## src/rtl/full_adder.sv

```systemverilog
// 1-bit full-adder cell driven bit-serially by the adder controller.
// Ports: a, b, cin in; sum, cout out.
module full_adder (
  input  logic a,
  input  logic b,
  input  logic cin,
  output logic sum,
  output logic cout
);

  assign sum  = a ^ b ^ cin;
  assign cout = (a & b) | (cin & (a ^ b));

endmodule

```

## src/rtl/serial_adder_top.sv

```systemverilog
// Serial adder unit: controller plus its 1-bit full-adder cell.
// Ports: start/a_in/b_in/cin_in in; busy/done/sum_out/cout_out out.
module serial_adder_top #(
  parameter int WIDTH = 8
) (
  input  logic             clk,
  input  logic             rst_n,
  input  logic             start,
  input  logic [WIDTH-1:0] a_in,
  input  logic [WIDTH-1:0] b_in,
  input  logic             cin_in,
  output logic             busy,
  output logic             done,
  output logic [WIDTH-1:0] sum_out,
  output logic             cout_out
);

  logic fa_a, fa_b, fa_cin, fa_sum, fa_cout;

  serial_adder_ctrl #(.WIDTH(WIDTH)) u_ctrl (
    .clk      (clk),
    .rst_n    (rst_n),
    .start    (start),
    .a_in     (a_in),
    .b_in     (b_in),
    .cin_in   (cin_in),
    .fa_a     (fa_a),
    .fa_b     (fa_b),
    .fa_cin   (fa_cin),
    .fa_sum   (fa_sum),
    .fa_cout  (fa_cout),
    .busy     (busy),
    .done     (done),
    .sum_out  (sum_out),
    .cout_out (cout_out)
  );

  full_adder u_fa (
    .a    (fa_a),
    .b    (fa_b),
    .cin  (fa_cin),
    .sum  (fa_sum),
    .cout (fa_cout)
  );

endmodule

```

## src/rtl/serial_adder_ctrl.sv

```systemverilog
// Bit-serial adder controller: feeds a 1-bit FA cell LSB first, collects sum.
// Ports: start/a_in/b_in/cin_in in, fa_* cell link, busy/done/sum_out/cout_out.
module serial_adder_ctrl #(
  parameter int WIDTH = 8
) (
  input  logic             clk,
  input  logic             rst_n,
  input  logic             start,
  input  logic [WIDTH-1:0] a_in,
  input  logic [WIDTH-1:0] b_in,
  input  logic             cin_in,
  output logic             fa_a,
  output logic             fa_b,
  output logic             fa_cin,
  input  logic             fa_sum,
  input  logic             fa_cout,
  output logic             busy,
  output logic             done,
  output logic [WIDTH-1:0] sum_out,
  output logic             cout_out
);

  localparam int CW = (WIDTH > 1) ? $clog2(WIDTH) : 1;
  localparam logic [CW-1:0] CNT_LAST = CW'(WIDTH - 1);
  localparam logic IDLE = 1'b0;
  localparam logic RUN  = 1'b1;

  logic             state_q, state_d;
  logic [WIDTH-1:0] a_sh_q, a_sh_d;
  logic [WIDTH-1:0] b_sh_q, b_sh_d;
  logic [WIDTH-1:0] sum_sh_q, sum_sh_d;
  logic             carry_q, carry_d;
  logic [CW-1:0]    cnt_q, cnt_d;
  logic             busy_q, busy_d;
  logic             done_q, done_d;
  logic [WIDTH-1:0] sum_out_q, sum_out_d;
  logic             cout_out_q, cout_out_d;
  logic [WIDTH-1:0] sum_next;

  always_ff @(posedge clk or negedge rst_n) begin
    if (!rst_n) begin
      state_q    <= IDLE;
      a_sh_q     <= '0;
      b_sh_q     <= '0;
      sum_sh_q   <= '0;
      carry_q    <= 1'b0;
      cnt_q      <= '0;
      busy_q     <= 1'b0;
      done_q     <= 1'b0;
      sum_out_q  <= '0;
      cout_out_q <= 1'b0;
    end else begin
      state_q    <= state_d;
      a_sh_q     <= a_sh_d;
      b_sh_q     <= b_sh_d;
      sum_sh_q   <= sum_sh_d;
      carry_q    <= carry_d;
      cnt_q      <= cnt_d;
      busy_q     <= busy_d;
      done_q     <= done_d;
      sum_out_q  <= sum_out_d;
      cout_out_q <= cout_out_d;
    end
  end

  always_comb begin
    state_d    = state_q;
    a_sh_d     = a_sh_q;
    b_sh_d     = b_sh_q;
    sum_sh_d   = sum_sh_q;
    carry_d    = carry_q;
    cnt_d      = cnt_q;
    busy_d     = busy_q;
    done_d     = 1'b0;
    sum_out_d  = sum_out_q;
    cout_out_d = cout_out_q;
    // sum bits enter at the MSB so the LSB-first stream lands in order
    sum_next          = sum_sh_q >> 1;
    sum_next[WIDTH-1] = fa_sum;
    unique case (state_q)
      IDLE: begin
        if (start) begin
          a_sh_d  = a_in;
          b_sh_d  = b_in;
          carry_d = cin_in;
          cnt_d   = '0;
          busy_d  = 1'b1;
          state_d = RUN;
        end
      end
      RUN: begin
        sum_sh_d = sum_next;
        carry_d  = fa_cout;
        a_sh_d   = a_sh_q >> 1;
        b_sh_d   = b_sh_q >> 1;
        cnt_d    = cnt_q + CW'(1);
        if (cnt_q == CNT_LAST) begin
          sum_out_d  = sum_next;
          cout_out_d = fa_cout;
          done_d     = 1'b1;
          busy_d     = 1'b0;
          state_d    = IDLE;
        end
      end
      default: state_d = IDLE;
    endcase
  end

  assign fa_a     = (state_q == RUN) & a_sh_q[0];
  assign fa_b     = (state_q == RUN) & b_sh_q[0];
  assign fa_cin   = (state_q == RUN) & carry_q;
  assign busy     = busy_q;
  assign done     = done_q;
  assign sum_out  = sum_out_q;
  assign cout_out = cout_out_q;

endmodule

```

## config.mk

```make
export PLATFORM = sky130hd
export DESIGN_NAME = serial_adder_top
export DESIGN_NICKNAME = d
export VERILOG_FILES = /design/src/rtl/full_adder.sv /design/src/rtl/serial_adder_top.sv /design/src/rtl/serial_adder_ctrl.sv
export SDC_FILE = /design/constraint.sdc
export NUM_CORES = 1
export LEC_CHECK = 0
export BUFFER_PORTS_ARGS = -buffer_cell sky130_fd_sc_hd__buf_2
export CAP_MARGIN = 40
export CORE_MARGIN = 1.5
export CORE_UTILIZATION = 30
export CTS_CLUSTER_DIAMETER = 200
export DETAILED_ROUTE_END_ITERATION = 6
export GPL_TIMING_DRIVEN = 0
export HOLD_SLACK_MARGIN = 0.03
export PLACE_DENSITY = 0.5
export RECOVER_POWER = 100
export SLEW_MARGIN = 20
export SYNTH_ARGS = -nofsm -noshare
export SYNTH_HDL_FRONTEND = slang
export SYNTH_SLANG_ARGS = --single-unit
```

## constraint.sdc

```tcl
create_clock -name clk -period 2.15 [get_ports clk]
set_clock_uncertainty 0.05 [all_clocks]
set_input_delay 0.1075 -clock clk [delete_from_list [all_inputs] [get_ports clk]]
set_output_delay 0.1075 -clock clk [all_outputs]
set_load 0.1 [all_outputs]
```

==> impl_metrics.ini, run 1 <==
[route]
vias_per_cell = 4.433
num_vias = 1055
drt_iter0_drc = 17
drtAntennaViolNets = 0
routed_wl_mm = 3.090
drt_pass1_iterations = 4
drc = 0
wl_per_cell_um = 12.98

[clock_tree]
cts_setup_buffers = 0
tritoncts = yes
insertion_delay_ns = 0.28
cts_inserted_buffers = 5
clk_pin_slew_worst_paths_ns = 0.07
clock_sinks = 39
htree_levels = 2
hold_buffers = 3
postCtsResizedCells = 0
cts_root_buf = clkbuf_8
cts_buffer_depth = 2

[synthesis]
syn-cell-area_um2 = 1648
ys_seq_area_share_pct = 59.23
synth_top_area_share_pct = 59.23
ys_warn_count = 0
synth_cells = 127
synth_cell_types = 20
syn_nets = 150
synth_area_per_cell_um2 = 12.98
synth.area.top_cells = dfrtp_1 59%, mux2_2 12%, mux2i_1 10%, nand2_1 3.4%, o21ai_0 2.4%
synth_seq_cells = 39
post-synth-top-area-cell = dfrtp_1

[die]
dieArea_um2 = 5947
floorplan.die.width_um = 77.12
ios = 31
start_util_pct = 31.66
coreArea_um2 = 5205
rows = 26
fp.dieH_um = 77.12

[critical_path]
crit_chain = clkbuf_1 > and2_0 > fa_1 > mux2_2
critical_path_class = reg2reg
arrival_ns = 1.93
crit_path_end_kind = flop
cp-start-kind = flop
critPathMaxFanout = 10
r2r_cells = 4
max_stage_delay_ns = 0.41
cpMaxStageDelayCell = fa_1
cp.required_ns = 2.27

[finish]
fin_area_um2 = 1997
insertedDiodeCount = 0
final_nets = 190
final_cell_mix = 39 x dfrtp_1, 17 x mux2i_1, 17 x mux2_2, 17 x buf_2
area_growth_syn_to_layout_pct = 21.18
post-route-util_pct = 38.37
layout_commonest_cell = dfrtp_1
drive_gt1_share_pct = 27.38

[grt]
grt-ovfl-total = 0
grtUsageMet2_pct = 19.20
antenna_found_initial = 0
gr-usage-met3_pct = 3.452
grt_pass1_vias = 1082
busiest_layer = met2
grt_pass1_wl_mm = 5.181
met1_usage_pct = 13.50
grt_max_degree = 22
track_usage_pct = 11.28

[flow_run]
drv_cap = 0

[timing]
setup_tns_ns = 0
period_share_pct = 84.12
max_freq_mhz = 552.9
worst_slew_pin_slew_ns = 1.170
slew_violations = 0
setup_viol = 0
slew_headroom_pct = 22.34
fin_crit_ns = 1.809
rsz0062_at_grt = no
hold_viol_final = 0

[placement]
gp_congestion = 0.7010
io_buffers = 29
dp_hpwl_mm = 2.231
dpl-instance-area_um2 = 1908

[power_and_ir_drop]
power.share.clock_pct = 16.6
switching_share_pct = 44.61
sequentialPowerShare_pct = 37.8
ir_worst_vdd_v = 0.0007143
p_leak_nw = 0.9669
p_switching_mw = 1.414
internal_power_mw = 1.756
p_per_area_nw_per_um2 = 1588
combinationalPowerShare_pct = 45.6

[worst_hold_path]
whs_path_depth = 3
hp-class = in2reg

[run_status]
status = finished clean
layout make-up:
cell class	count	area, um2
Fill cell	530	3208
Buffer	7	56.30
Tap cell	70	87.58
Inverter	2	7.507
Clock buffer	8	100.1
Timing Repair Buffer	33	165.2
Sequential cell	39	975.9
Multi-Input combinational cell	79	604.3
cell families (layout without fill, tap and decap cells):
| kind of cell | count (synthesis) | after routing | synth area share, % |
|---|---|---|---|
| flip-flops | 39 | 39 | 59.23 |
| multiplexers | 34 | 34 | 21.94 |
| AND/OR/NAND/NOR | 23 | 23 | 5.846 |
| AO/OA/AOI/OAI | 19 | 19 | 6.302 |
| buffers and inverters | 9 | 50 | 3.948 |
| adder cells (fa/ha/maj) | 3 | 3 | 2.733 |
worst paths after layout:
| kind | start | to | slack (ns) |
|---|---|---|---|
| max | u_ctrl.state_q | u_ctrl.sum_sh_q[7] | 0.34 |
| min | a_in[3] | u_ctrl.a_sh_q[3] | 0.07 |
| max reg2reg | u_ctrl.state_q | u_ctrl.sum_sh_q[7] | 0.34 |
| min reg2reg | u_ctrl.a_sh_q[4] | u_ctrl.a_sh_q[3] | 0.44 |
| max in group asynchronous | rst_n | u_ctrl.cnt_q[1] | 0.50 |
| min in group asynchronous | rst_n | u_ctrl.sum_out[6] | 0.46 |
per-stage QoR:
stage	hold WS [ns]	worst slack [ns]	instances	total power, mW
6_report	0.06805	0.3415	238	3.170
5_1_grt	0.07003	0.1888	238	3.379
4_1_cts	0.04208	0.2841	238	3.268
3_5_place_dp	0.03386	0.3022	227	2.721
3_3_place_gp	0.2093	0.3297	226	2.657
2_1_floorplan	-0.2381	0.4236	127	2.410
flip-flops by register name, summed over array words and instances, names as in the netlist:
register	flops
u_ctrl.sum_out	8
u_ctrl.state_q	1
u_ctrl.busy	1
u_ctrl.sum_sh_q	7
u_ctrl.b_sh_q	8
u_ctrl.done	1
u_ctrl.a_sh_q	8
u_ctrl.cnt_q	3
u_ctrl.cout_out	1
u_ctrl.carry_q	1
layer usage:
layer  share of wire (%)  wire length (um)
met4                0.45                14
met3                 5.0               154
met5                   0                 0
met2                  49              1503
met1                  46              1417
worst max-delay path, delay by kind of cell, from the launching register on:
family                     cells  cell delay (ns)
adders and majority gates      1             0.41
buffers and inverters          1             0.34
DFF                            1             0.39
muxes                          1             0.27
and+or+nand+nor                1             0.23
synthesized netlist by cell type:
cell      number
a21oi_1        1
fa_1           1
buf_2          1
a22o_1         2
dfrtp_1       39
nand2_2        1
mux2_2        17
clkbuf_1       2
ha_1           2
o21ai_1        7
nor2_1         4
buf_8          1
mux2i_1       17
and2_1         3
nand2_1       15
buf_4          1
buf_6          2
inv_1          2
o22ai_1        1
o21ai_0        8
power by group through the flow:
stage / Combinational [mW] / Sequential (mW) / Clock (mW)
finish: 1.45 / 1.20 / 0.527
global route: 1.56 / 1.23 / 0.583
CTS: 1.52 / 1.20 / 0.552
detailed placement: 1.51 / 1.21 / 0
global placement: 1.46 / 1.19 / 0
floorplan: 0.615 / 1.80 / 0
Power figures use the tool's default switching activity.
==> inputs of run 2 (changes only) <==
--- a/config.mk
+++ b/config.mk
@@ -13,7 +13,7 @@
 export DETAILED_ROUTE_END_ITERATION = 6
 export GPL_TIMING_DRIVEN = 0
 export HOLD_SLACK_MARGIN = 0.03
-export PLACE_DENSITY = 0.5
+export PLACE_DENSITY = 0.52
 export RECOVER_POWER = 100
 export SLEW_MARGIN = 20
 export SYNTH_ARGS = -nofsm -noshare
==> constraint.sdc (replaced) <==
create_clock -name clk -period 1.6 [get_ports clk]
set_clock_uncertainty 0.05 [all_clocks]
set_input_delay 0.08 -clock clk [delete_from_list [all_inputs] [get_ports clk]]
set_output_delay 0.08 -clock clk [all_outputs]
set_load 0.1 [all_outputs]
==> impl_metrics.ini, run 2 (synthesis results as in run 1) <==
[run_status]
status = finished clean

[timing]
worst_slew_pin_slew_ns = 1.062
slew_violations = 0
setup_viol = 0
max_freq_mhz = 627.9
fin_crit_ns = 1.593
period_share_pct = 99.54
worst_slack_ns = 0.007357
slew_headroom_pct = 29.18
hold_viol_final = 0
rsz0062_at_grt = yes

[flow_run]
drv_cap = 0

[critical_path]
cp.required_ns = 1.72
crit_chain = clkbuf_8 > and2_4 > fa_2 > mux2_4
cp.buffers_inverters = 1
cpMaxStageDelayCell = fa_2
max_stage_delay_ns = 0.44
cp_top_family = adder cells
crit_path_end_kind = flop
critical_path_class = reg2reg
cp-start-kind = flop
critPathMaxFanout = 4
arrival_ns = 1.71

[route]
wl_per_cell_um = 12.55
drt_iter0_drc = 39
drc = 0
vias_per_cell = 4.476
num_vias = 1110
routed_wl_mm = 3.112
drt_pass1_iterations = 4
drtAntennaViolNets = 0

[grt]
grt_pass1_vias = 1145
grt_max_degree = 40
grt-ovfl-total = 0
grt_pass1_wl_mm = 5.285
antenna_found_initial = 0
track_usage_pct = 11.46

[power_and_ir_drop]
p_leak_nw = 1.088
p_per_area_nw_per_um2 = 2167
ir_worst_vdd_v = 0.0008839

[finish]
final_cell_mix = 39 x dfrtp_1, 17 x mux2i_1, 17 x buf_2
area_growth_syn_to_layout_pct = 33.03
drive_gt1_share_pct = 38.76
layout_commonest_cell = dfrtp_1
instances_no_fill = 248
fill_cells = 518
insertedDiodeCount = 0
fin_area_um2 = 2192
final_nets = 200

[clock_tree]
cts_root_buf = clkbuf_8
clock_sinks = 39
cts_buffer_depth = 2
insertion_delay_ns = 0.29
clk_pin_slew_worst_paths_ns = 0.08
cts_inserted_buffers = 5
tritoncts = yes
htree_levels = 2

[placement]
dp_hpwl_mm = 2.148
io_buffers = 29
gp_congestion = 0.7087
numPlacedInstances = 226
dpl-instance-area_um2 = 1888
pre_cts_slack_ns = -0.1492

[die]
coreArea_um2 = 5205
fp.dieH_um = 77.12
rows = 26
ios = 31
floorplan.die.width_um = 77.12
dieArea_um2 = 5947
start_util_pct = 31.66

[worst_hold_path]
hp-class = in2reg
run 2: changes by cell type in the layout (fill, tap and decap cells not counted), sizes merged:
| cell | change |
|---|---|
| buf | +4 |
| bufinv | +2 |
| dlygate4sd3 | +6 |
| clkbuf | -2 |
run 2: what timing repair did:
action / CTS / global route
buffers inserted: 4 / 1
hold endpoints to repair: 47 / 0
pin swaps: 1 / 1
gates resized for setup: 6 / 3
setup endpoints to repair: 10 / 8
hold buffers: 9 / 0
run 2: metal layers:
| metal | share of wire (%) | vias to the layer above | wire length [um] | track usage, % |
|---|---|---|---|---|
| met3 | 5.0 | 6 | 157 | 3.810 |
| met1 | 43 | 543 | 1324 | 13.51 |
| li1 | - | 536 | - | - |
| met2 | 51 | 25 | 1579 | 19.03 |
| met4 | 1.7 | 0 | 52 | 4.909 |
| met5 | 0 | - | 0 | 0 |
run 2: report_power, final:
group	switching (mW)	total (mW)	internal, mW
Sequential	0.223	1.61	1.39
Clock	0.340	0.963	0.623
Combinational	1.41	2.18	0.768
Total	1.97	4.75	2.78
run 2: final timing paths:
check / start / endpoint / slack (ns) / depth (start not counted)
worst max-delay path: u_ctrl.state_q / u_ctrl.sum_out[7] / 0.007 / 4
worst min-delay path: a_in[1] / u_ctrl.a_sh_q[1] / 0.03 / 3
worst max register to register: u_ctrl.state_q / u_ctrl.sum_out[7] / 0.007 / 4
worst min register to register: u_ctrl.a_sh_q[6] / u_ctrl.a_sh_q[5] / 0.45 / 2
max in group asynchronous: rst_n / u_ctrl.b_sh_q[0] / 0.39 / 3
min in group asynchronous: rst_n / u_ctrl.carry_q / 0.46 / 2
run 2: area by class of cell:
type	instances	area [um2]	share of cell area, %
flip-flops and latches	39	975.9	44.52
multi-input cells	79	631.9	28.82
repair buffers	44	296.5	13.53
well taps	70	87.58	3.995
clock buffers	6	72.57	3.311
clock inverters	2	60.06	2.740
plain buffers	6	60.06	2.740
inverters	2	7.507	0.3425
run 2: stage by stage:
step | setup TNS [ns] | util, % | hold slack, ns | power [mW]
5_1_grt | -0.1244 | 42.12 | 0.03600 | 5.033
3_3_place_gp | -0.2971 | 36.27 | 0.1742 | 3.589
6_report | 0 | 42.12 | 0.03235 | 4.749
2_1_floorplan | -0.08313 | - | -0.2656 | 3.255
3_5_place_dp | -0.3183 | 36.27 | 0.1831 | 3.660
4_1_cts | -0.02166 | 41.35 | 0.03012 | 4.763
run 2: worst min-delay path: stages:
cell and delay, ns:
buf_2 0.08, mux2i_1 0.05, o21ai_0 0.13
==> inputs of run 3 (changes only) <==
--- a/config.mk
+++ b/config.mk
@@ -5,6 +5,7 @@
 export SDC_FILE = /design/constraint.sdc
 export NUM_CORES = 1
 export LEC_CHECK = 0
+export ABC_AREA = 1
 export BUFFER_PORTS_ARGS = -buffer_cell sky130_fd_sc_hd__buf_2
 export CAP_MARGIN = 40
 export CORE_MARGIN = 1.5
==> constraint.sdc (replaced) <==
create_clock -name clk -period 1.6 [get_ports clk]
set_clock_uncertainty 0.05 [all_clocks]
set_input_delay 0.08 -clock clk [delete_from_list [all_inputs] [get_ports clk]]
set_output_delay 0.08 -clock clk [all_outputs]
set_load 0.005 [all_outputs]
==> impl_metrics.ini, run 3 <==
[run_status]
status = finished clean

[timing]
slew_headroom_pct = 60.82
fin_crit_ns = 1.532
period_share_pct = 95.74
setup_tns_ns = 0
rsz0062_at_grt = no
max_freq_mhz = 652.8
slew_violations = 0
setup_viol = 0
hold_viol_final = 0
worst_slew_pin_slew_ns = 0.5877

[power_and_ir_drop]
switching_share_pct = 33.85
p_switching_mw = 1.281
power_mw = 3.785
sequentialPowerShare_pct = 41.1
power.share.clock_pct = 22.2
p_per_area_nw_per_um2 = 1657
p_leak_nw = 1.163
ir_worst_vdd_v = 0.0005926
internal_power_mw = 2.504
combinationalPowerShare_pct = 36.7

[placement]
dp_hpwl_mm = 2.352
io_buffers = 29
gp_congestion = 0.7519

[synthesis]
synth_top_area_share_pct = 57.52
syn_nets = 204
post-synth-top-area-cell = dfrtp_1
synth_seq_cells = 39
synth_area_per_cell_um2 = 9.374
synth_flop_cell = dfrtp_1
synth.area.top_cells = dfrtp_1 58%, nand2_1 14%, nand3_1 9.4%, o21ai_2 3.6%, buf_6 3.3%
synthArstFlopShare_pct = 100.0
syn-cell-area_um2 = 1697
synth_edf_count = 0
ys_seq_area_share_pct = 57.52
synth_cells = 181
ys_warn_count = 0
synth_cell_types = 17
yosysMostFrequentCell = nand2_1
synthTopCellsByCount = 65 x nand2_1, 39 x dfrtp_1, 32 x nand3_1

[finish]
insertedDiodeCount = 0
layout_commonest_cell = nand2_1
final_nets = 263
final_cell_mix = 65 x nand2_1, 39 x dfrtp_1, 32 x nand3_1
drive_gt1_share_pct = 24.48
area_growth_syn_to_layout_pct = 34.66

[critical_path]
crit_chain = buf_6 > buf_8 > nand2_1 > inv_1 > fa_1 > nand2_1 > o21ai_0
cp-start-kind = flop
rr_startpoint = u_ctrl.state_q
cpMostUsedCell = nand2_1
critPathMaxFanout = 5
critical_path_class = reg2reg
rrSetupSlack_ns = 0.07
crit_path_end_kind = flop
cp.required_ns = 1.76
rr_endpoint = u_ctrl.sum_sh_q[7]
cp_top_family = adder cells
arrival_ns = 1.69
cpMaxStageDelayCell = fa_1
cp.buffers_inverters = 3
max_stage_delay_ns = 0.56
r2r_cells = 7

[flow_run]
drv_cap = 0

[grt]
grt_pass1_wl_mm = 6.265
grt_max_degree = 31
grt_pass1_vias = 1311
antenna_found_initial = 0
track_usage_pct = 13.53
grt-ovfl-total = 0

[route]
routed_wl_mm = 3.528
drtAntennaViolNets = 0
num_vias = 1373
drc = 0
drt_iter0_drc = 86
vias_per_cell = 4.387
wl_per_cell_um = 11.27
drt_pass1_iterations = 4

[die]
fp.dieH_um = 78.20
start_util_pct = 31.00
rows = 27
ios = 31
dieArea_um2 = 6115
coreArea_um2 = 5473
floorplan.die.width_um = 78.20

[clock_tree]
insertion_delay_ns = 0.29
cts_root_buf = clkbuf_8
cts_inserted_buffers = 5
clk_pin_slew_worst_paths_ns = 0.08
tritoncts = yes
htree_levels = 2
clock_sinks = 39
cts_buffer_depth = 2

[worst_hold_path]
hp-class = in2reg
hold_path_end = u_ctrl.busy
timing.hold.worst.start = start
whs_path_depth = 3
-- run 3: worst register-to-register path, cell delays in order (launching register included) --
cell and delay [ns]:
dfrtp_1 0.37, buf_6 0.13, buf_8 0.12, nand2_1 0.05, inv_1 0.05, fa_1 0.56
nand2_1 0.05, o21ai_0 0.08
-- run 3: layer usage --
layer	track usage, %	share of wire [%]	wire (um)	up-vias
met5	0	0	0	-
met4	6.429	2.0	70	0
met3	3.488	5.4	191	7
met2	20.17	45	1605	39
met1	18.29	47	1660	631
li1	-	-	-	696
-- run 3: how the worst max path moves through the flow --
stage | startpoint | to | slack, ns | depth (start not counted)
2_1_floorplan | u_ctrl.state_q | u_ctrl.sum_sh_q[7] | 0.06 | 7
4_1_cts | u_ctrl.state_q | u_ctrl.sum_sh_q[7] | 0.007 | 7
6_report | u_ctrl.state_q | u_ctrl.sum_sh_q[7] | 0.07 | 7
5_1_grt | u_ctrl.state_q | u_ctrl.sum_sh_q[7] | 0.001 | 7
3_3_place_gp | u_ctrl.state_q | u_ctrl.sum_sh_q[7] | -0.04 | 7
3_5_place_dp | u_ctrl.state_q | u_ctrl.sum_sh_q[7] | -0.05 | 7
-- run 3: repair_timing --
item                                   in CTS  in global routing
hold buffers                               18                  0
endpoints found under the hold margin      56                  0
setup buffers                               0                  4
pin swaps                                   0                  3
gates resized for setup                     2                  1
setup endpoints to repair                   3                  3
-- run 3: cells by family after synthesis --
kind of cell    share of synthesized area (%)
simple gates                            25.37
flops                                   57.52
buf+inv                                 7.965
compound gates                          6.490
fa+ha+maj                               2.655
-- run 3: area by class of cell --
type	instances	area, um2
fillers	578	3188
flip-flops and latches	39	975.9
multi-input cells	119	585.6
repair buffers	52	371.6
plain buffers	10	92.59
well taps	72	90.09
clock buffers	6	82.58
inverters	13	51.30
clock inverters	2	35.03
-- run 3: stage by stage --
step | hold slack [ns] | instances | setup slack (ns) | instance area (um2) | util (%)
after floorplan | -0.2656 | 181 | 0.06181 | 1697 | -
after global placement | 0.2091 | 282 | -0.04194 | 1932 | 35.30
after detailed placement | -0.08880 | 283 | -0.05389 | 1952 | 35.67
after CTS | 0.07777 | 309 | 0.006929 | 2256 | 41.22
after global routing | 0.09571 | 313 | 0.001455 | 2285 | 41.75
final | 0.08226 | 313 | 0.06820 | 2285 | 41.75
-- run 3: power groups by stage --
stage / Combinational [mW] / Clock (mW) / Sequential (mW)
floorplan: 0.923 / 0 / 1.55
global placement: 1.27 / 0 / 1.57
detailed placement: 1.30 / 0 / 1.57
CTS: 1.35 / 0.875 / 1.56
global route: 1.61 / 0.924 / 1.61
finish: 1.39 / 0.842 / 1.56
